[config.mk]
export PLATFORM = sky130hd
export DESIGN_NAME = instr_reorder_window
export DESIGN_NICKNAME = d
export VERILOG_FILES = /design/src/rtl/instr_reorder_window.sv
export SDC_FILE = /design/constraint.sdc
export NUM_CORES = 2
export LEC_CHECK = 0
export CAP_MARGIN = 20
export CORE_MARGIN = 4
export CORE_UTILIZATION = 46
export CTS_BUF_LIST = sky130_fd_sc_hd__clkbuf_16
export CTS_CLUSTER_SIZE = 8
export DETAILED_ROUTE_END_ITERATION = 7
export DONT_BUFFER_PORTS = 1
export HOLD_SLACK_MARGIN = 0.12
export PLACE_DENSITY_LB_ADDON = 0.12
export SYNTH_ARGS = -nofsm -noshare
export SYNTH_HDL_FRONTEND = slang
export SYNTH_SLANG_ARGS = --single-unit
[constraint.sdc]
create_clock -name clk_i -period 4.1 [get_ports clk_i]
set_input_delay 0.82 -clock clk_i [delete_from_list [all_inputs] [get_ports clk_i]]
set_output_delay 0.82 -clock clk_i [all_outputs]
set_load 0.005 [all_outputs]
[src/rtl/instr_reorder_window.sv]
// Decode-to-issue reorder window: younger ALU-class ops may issue past an oldest LOAD/STORE stalled on the LSU.
// Define INSTR_REORDER_WINDOW_PERF_EN to build the bypass_cnt_o performance counter.

package ariane_pkg;
  typedef enum logic [3:0] {
    NONE, LOAD, STORE, ALU, CTRL_FLOW, MULT, CSR, FPU, FPU_VEC
  } fu_t;

  typedef struct packed {
    logic [63:0] cause;
    logic [63:0] tval;
    logic        valid;
  } exception_t;

  typedef struct packed {
    logic [63:0] pc;
    logic [2:0]  trans_id;
    fu_t         fu;
    logic [7:0]  op;
    logic [5:0]  rs1;
    logic [5:0]  rs2;
    logic [5:0]  rd;
    logic [63:0] result;
    logic        valid;
    logic        use_imm;
    logic        use_zimm;
    logic        use_pc;
    exception_t  ex;
    logic        is_compressed;
  } scoreboard_entry_t;
endpackage

module instr_reorder_window
  import ariane_pkg::*;
#(
  parameter int unsigned DEPTH      = 4,
  parameter int unsigned PERF_CNT_W = 32
) (
  input  logic                           clk_i,
  input  logic                           rst_ni,
  input  logic                           flush_i,
  input  logic                           debug_req_i,
  input  ariane_pkg::scoreboard_entry_t  issue_entry_i,
  input  logic                           issue_entry_valid_i,
  input  logic                           is_ctrl_flow_i,
  output logic                           issue_instr_ack_o,
  output ariane_pkg::scoreboard_entry_t  issue_entry_o,
  output logic                           issue_entry_valid_o,
  output logic                           is_ctrl_flow_o,
  input  logic                           issue_instr_ack_i,
  input  logic                           lsu_ready_i,
  output logic [$clog2(DEPTH+1)-1:0]     fill_level_o,
  output logic [PERF_CNT_W-1:0]          bypass_cnt_o
);

  localparam int unsigned CW = $clog2(DEPTH + 1);
  localparam int unsigned SW = $clog2(DEPTH);

  scoreboard_entry_t slot_q [DEPTH];
  scoreboard_entry_t slot_d [DEPTH];
  logic [DEPTH-1:0]  ctrl_q, ctrl_d;
  logic [CW-1:0]     count_q, count_d, wr_idx;
  logic [SW-1:0]     sel;
  logic [DEPTH-1:0]  elig;
  logic              not_empty, bypass_mode, enq, deq;

  function automatic logic is_mem(fu_t fu);
    return fu inside {LOAD, STORE};
  endfunction

  // An older control-flow/CSR op or a faulting op pins everything behind it.
  function automatic logic blocks_younger(scoreboard_entry_t e);
    return (e.fu inside {CTRL_FLOW, CSR}) || e.ex.valid;
  endfunction

  // Register-index hazard of younger y against older o; index 0 never conflicts.
  function automatic logic hazard(scoreboard_entry_t o, scoreboard_entry_t y);
    logic raw, war, waw;
    raw = (o.fu != STORE) && (o.rd != '0) && ((y.rs1 == o.rd) || (y.rs2 == o.rd));
    war = (y.rd != '0) && ((y.rd == o.rs1) || ((o.fu != LOAD) && (y.rd == o.rs2)));
    waw = (o.fu != STORE) && (y.rd != '0) && (y.rd == o.rd);
    return raw || war || waw;
  endfunction

  assign not_empty           = (count_q != '0);
  assign issue_instr_ack_o   = (count_q < CW'(DEPTH));
  assign issue_entry_valid_o = not_empty;
  assign issue_entry_o       = not_empty ? slot_q[sel] : '0;
  assign is_ctrl_flow_o      = not_empty & ctrl_q[sel];
  assign fill_level_o        = count_q;

  assign enq    = issue_entry_valid_i & issue_instr_ack_o & ~flush_i;
  assign deq    = not_empty & issue_instr_ack_i & ~flush_i;
  assign wr_idx = count_q - CW'(deq);

  always_comb begin
    elig = '0;
    for (int unsigned j = 1; j < DEPTH; j++) begin
      elig[j] = (CW'(j) < count_q) && !is_mem(slot_q[j].fu) &&
                !(slot_q[j].fu inside {CTRL_FLOW, CSR}) && !slot_q[j].ex.valid;
      for (int unsigned i = 0; i < j; i++) begin
        if (blocks_younger(slot_q[i]) || hazard(slot_q[i], slot_q[j])) elig[j] = 1'b0;
      end
    end
  end

  // Downward scan so the lowest eligible index wins.
  always_comb begin
    bypass_mode = not_empty && is_mem(slot_q[0].fu) && !lsu_ready_i && !debug_req_i;
    sel = '0;
    if (bypass_mode) begin
      for (int unsigned j = DEPTH - 1; j >= 1; j--) begin
        if (elig[j]) sel = SW'(j);
      end
    end
  end

  // Collapse the dequeued slot first, then append at the post-collapse tail.
  always_comb begin
    slot_d = slot_q;
    ctrl_d = ctrl_q;
    if (deq) begin
      for (int unsigned k = 0; k < DEPTH - 1; k++) begin
        if (SW'(k) >= sel) begin
          slot_d[k] = slot_q[k+1];
          ctrl_d[k] = ctrl_q[k+1];
        end
      end
    end
    if (enq) begin
      for (int unsigned k = 0; k < DEPTH; k++) begin
        if (CW'(k) == wr_idx) begin
          slot_d[k] = issue_entry_i;
          ctrl_d[k] = is_ctrl_flow_i;
        end
      end
    end
    count_d = flush_i ? '0 : (count_q + CW'(enq) - CW'(deq));
  end

  always_ff @(posedge clk_i or negedge rst_ni) begin
    if (!rst_ni) begin
      count_q <= '0;
      ctrl_q  <= '0;
      for (int unsigned k = 0; k < DEPTH; k++) slot_q[k] <= '0;
    end else begin
      count_q <= count_d;
      ctrl_q  <= ctrl_d;
      slot_q  <= slot_d;
    end
  end

`ifdef INSTR_REORDER_WINDOW_PERF_EN
  logic [PERF_CNT_W-1:0] bypass_cnt_q;

  always_ff @(posedge clk_i or negedge rst_ni) begin
    if (!rst_ni) begin
      bypass_cnt_q <= '0;
    end else if (deq && (sel != '0)) begin
      bypass_cnt_q <= bypass_cnt_q + PERF_CNT_W'(1);
    end
  end

  assign bypass_cnt_o = bypass_cnt_q;
`else
  assign bypass_cnt_o = '0;
`endif

endmodule

# Word level (Yosys, flattened, before mapping)
# Index checks and enable logic that the tools add are counted.
[op_classes]
n_addsub = 3
n_lt_le_gt_ge = 9
n_eq_ne = 55
mux = 34
bitwise_logic = 7
reduce_logical = 104
[ops]
columns = ["operator", "count"]
rows = [
  ["$mux W295", 10],
  ["$mux W1180", 1],
  ["$mux W885", 1],
  ["$bmux W295 S2", 1],
  ["$eq A6 B6 Y1", 30],
  ["$logic_and A1 B1 Y1", 45],
  ["$logic_or A1 B1 Y1", 33],
  ["$eq A4 B3 Y1 const B", 8],
  ["$reduce_bool A6 Y1", 4],
  ["$eq A4 B1 Y1 const B", 4],
  ["$eq A4 B2 Y1 const B", 4],
  ["$reduce_bool A2 Y1", 8],
  ["$mux W1", 13],
  ["$ne A4 B1 Y1 const B", 3],
  ["$ne A4 B2 Y1 const B", 3],
  ["$logic_not A1 Y1", 11],
  ["$mux W3", 3],
  ["$mux W2", 4],
  ["$eq A2 B3 Y1 const A", 2],
  ["$lt A2 B3 Y1 const A", 2],
  ["$sub A3 B1 Y3", 2],
  ["$and A1 B1 Y1", 5],
  ["$ge A1 B2 Y1 const A", 2],
  ["$add A3 B1 Y3", 1],
  ["other kinds (12)", 12],
]
[totals]
regBits = 1187
inputBits = 303
out_inout_bits = 333
elab_cells = 279

# Depth between registers and ports, before layout
[depth]
depth_word = 19
ltp_mapped = 14

# Worst setup path after synthesis
# Ideal clock, no wire load.
[synth_timing]
path_type = "register -> output"
start = "reg slot_q[200] (netlist bit)"
end = "out issue_entry_o[236] (netlist bit)"
arrival_ns = 2.775
required_time_ns = 3.280
slack_ns = 0.505
path_stages_with_launch = 13
path_cell_list = "dfrtp_1 > or4_1 > nor3_1 > nor4_1 > o211ai_1 > o2111ai_2 > a21boi_1 > nor2_2 > buf_4 > buf_6 > clkbuf_4 > mux2i_1 > o22ai_1"
[synth_lines]
columns = ["element", "line_no", "rtl"]
rows = [
  ["from (decl)", "59", "scoreboard_entry_t slot_q [DEPTH];"],
  ["from (signal assigned)", "149", "slot_q <= slot_d;"],
  ["to (decl)", "47", "output ariane_pkg::scoreboard_entry_t issue_entry_o,"],
]

==> run summary <==
Setup violations remaining at the end of the flow were counted as 295. The flow ran to the end, but the final reports show violations. The detailed-route wire length on metal 1 came out at 89030 µm.

In this run the horizontal extent of the chip is 376.0 µm. The post-CTS clock slew at the launch and capture registers of the worst setup and hold paths is 0.05 ns, and the core occupancy in the finished layout is 0.5579. The row count is 134, and the final antenna-violating net count is 0. Max-cap violations in this run came to 0. Across all hold checks on the routed design, the worst slack comes to 0.1021 ns. The number of buffers added by the clock tree synthesis step was 167. The sequential cell area fraction in the yosys report is 0.4769, and the number of buffers inserted by port buffering is 0.

Before CTS, the worst setup slack after placement is -0.06144 ns. The cell leakage power is 33.05 nW. By startpoint and endpoint, the worst setup path is classified as reg -> out. Dividing total power by cell area gives a power density of 790.9 nW/µm². The switching part of the total power works out to 0.3858. Tracing the worst setup path back leads to its startpoint at slot_q[1111].

Overall routed net length: 210800 µm. The routed wirelength normalized by instance count came out at 24.81 µm. The top-area cell type share of the netlist area works out to 0.4769. Number of flops mapped to enable cells by yosys: 0. For the number of unique standard cell types used by synthesis, the log shows 54. The logs give 0 for the leftover overflow at the end of global routing and 4 for the CTS H-tree depth. The worst path needs 4.798 ns of the cycle, external delays included. Final hold violation count: 0.

The cell area that synthesis handed to floorplanning was 62280 µm². Data arrives at the worst endpoint at 3.98 ns. The run gives 0.2814 as the global-route total usage across every layer. STA classifies the critical path endpoint as an output port. The area of the core is 134000 µm².

For the largest net degree at the start of global routing, the log shows 1188. TritonCTS built the clock tree. Via count of the routed design: 51218. The run gives 0.375 as the sequential cell fraction of total power. The most used flip-flop cell after synthesis is dfrtp_1.

A synthesized cell averages 9.456 µm². The overall die height was 376.0 µm. In this run the clock root is driven by a clkbuf_16. The logs give 36.31 mW for the design internal power and 8196 for the total instance count after detailed placement. The warning count from the yosys run is 0, and the final weighted congestion in routability-driven placement is 0.9478. Detailed routing placed a total of 97150 µm of wire on met2. Before antenna repair, the detailed router went through 8 iterations.

The first global-routing pass estimated 312900 µm of wire. The run gives 126600 µm as the HPWL after detailed placement. The tools report the total negative slack for setup checks as -174.54 ns. The area added between synthesis and finish came out at 20.00%. The final reports fail on slew limit, setup timing.

Yosys attributes the largest share of cell area to dfrtp_1, mux2i_1, nand2_1. Highest layer used for signal routing: met5. In the routed design, unresolved DRC markers number 0. Share of power burned in the clock network: 0.213. The tools report the required arrival time at the worst endpoint as 3.28 ns. The share of flip-flops with an asynchronous set or reset is 1.000. The tightest min-delay check is of the in -> async type. The tools report the number of antenna violations at the first check in global routing as 4. The type of origin of the critical path was a flop.

Clock skew on the completed layout was measured at 0.04802 ns. Cell taking the most area after synthesis: dfrtp_1. Dividing the detail-routed via count by the number of cells gives 6.028. The count of pins over their slew limit came out at 190. Setup repair after global routing could not meet its margin everywhere. In the synthesized netlist, the number of instances is 6587. The logs give 0.4649 for the starting density of the core and 7016 for the post-layout net count.

636 I/O pins were placed. The portion of the clock cycle consumed by the worst path in the final layout came out at 1.170. Worst slew margin relative to its limit: -0.1491. The fraction of power consumed by combinational cells came out at 0.412.

The final non-filler cell total was 8497. The later pin in the worst-skew pair is clocked with a latency of 0.78 ns. For the final worst slack, the log shows -0.6979 ns. The worst-case IR drop observed on VDD is 0.5176 mV. Among all cell types in the netlist, the one instantiated most often is nand2_1. The worst flop-to-flop path startpoint is slot_q[1111]. The longest clock path from root to sink contains 3 buffers.

The die area is 141400 µm², and the flip-flop and latch count after synthesis is 1187. Pin slew with the least headroom to its limit: 1.724 ns. Counting instances in the post-synthesis netlist gives the leading cell types as nand2_1, dfrtp_1, nor2_1, mux2i_1, a31oi_1. The number of sinks on the clock net is 1187.

For the met3 wirelength from detailed routing, the log shows 18190 µm. The detailed router finished its first iteration with 4853 violations. The ratio of cells with drive above 1 in the final layout came out at 0.1803.

The number of global-route vias before repair was 49204; the net load switching power was 22.80 mW. Along the worst path, the maximum fanout reaches 13. Static timing analysis puts the maximum clock frequency at 208.4 MHz.
## cell families after synthesis
logic type / share of synthesized area
simple gates: 0.1342
compound gates: 0.1175
flops: 0.4769
mux: 0.1954
buf+inv: 0.04865
xor+xnor: 0.02573
fa+ha+maj: 0.001527
other cells: 0.00006021
## power groups by stage
| stage | clock (mW) | combinational [mW] | sequential, mW |
|---|---|---|---|
| 2_1_floorplan | 0 | 15.4 | 20.2 |
| 3_3_place_gp | 0 | 21.7 | 22.0 |
| 3_5_place_dp | 0 | 22.3 | 22.0 |
| 4_1_cts | 12.8 | 22.7 | 21.9 |
| 5_1_grt | 13.3 | 26.5 | 22.8 |
| 6_report | 12.6 | 24.4 | 22.2 |
## metal layers
| layer | vias to the layer above | global-route usage |
|---|---|---|
| li1 | 23093 | - |
| met1 | 25823 | 0.3804 |
| met2 | 1940 | 0.4428 |
| met3 | 358 | 0.07704 |
| met4 | 4 | 0.08570 |
| met5 | - | 0 |
## flip-flops by register name (all words and copies together) (netlist names)
register      cells
fill_level_o      3
slot_q         1180
ctrl_q            4
## critical path, stage by stage (launching register included)
cell	delay, ns
dfrtp_1	0.39
or4b_4	0.56
buf_6	0.15
o31a_1	0.11
buf_4	0.14
a2111o_1	0.47
o21ai_4	0.19
nor2_4	0.08
buf_12	0.14
buf_16	0.14
buf_4	0.17
buf_16	0.16
mux2i_1	0.12
o22ai_1	0.21
buf_4	0.16
## cells in the final DEF, fill, tap and decap left out, types with 32 or more instances in the layout
| cell type | count |
|---|---|
| buf_12 | 121 |
| mux2_2 | 296 |
| conb_1 | 32 |
| xnor2_1 | 131 |
| clkbuf_16 | 201 |
| nor2_1 | 901 |
| xor2_1 | 51 |
| buf_6 | 32 |
| a31oi_1 | 591 |
| a21oi_1 | 301 |
| buf_4 | 307 |
| o22ai_2 | 113 |
| o22ai_1 | 179 |
| nand2_1 | 1192 |
| buf_16 | 50 |
| dfrtp_1 | 1182 |
| mux2i_1 | 852 |
## area by class of cell
type / instances / area [µm²]
fillers: 11576 / 59220
multi-input cells: 4793 / 30830
flip-flops and latches: 1187 / 29710
repair buffers: 549 / 7400
clock buffers: 172 / 4304
well taps: 1768 / 2212
clock inverters: 18 / 247.7
inverters: 8 / 30.03
diodes: 2 / 5.005
## worst paths after layout
check | depth (start not counted) | slack, ns | endpoint
max | 14 | -0.70 | issue_entry_o[38]
min | 1 | 0.10 | slot_q[753]
max reg2reg | 13 | 0.36 | slot_q[1062]
min reg2reg | 1 | 0.53 | slot_q[97]
max in group asynchronous | 3 | 0.96 | slot_q[1138]
min in group clk_i | 1 | 0.18 | slot_q[158]
## through the flow
stage                     total power [mW]  area [µm²]
after global routing                 62.64       74740
after detailed placement             44.33       66660
after CTS                            57.46       72450
after global placement               43.75       66660
after floorplan                      35.62       62400
final                                59.11       74740
## what timing repair did
action	in CTS	in global routing
hold endpoints to repair	1190	126
endpoints found under the setup margin	295	295
gates cloned	16	34
gates resized for setup	114	173
hold buffers	1	2
pin swaps	20	26
setup buffers	15	37
No activity file was read; power rests on OpenSTA's default activity.
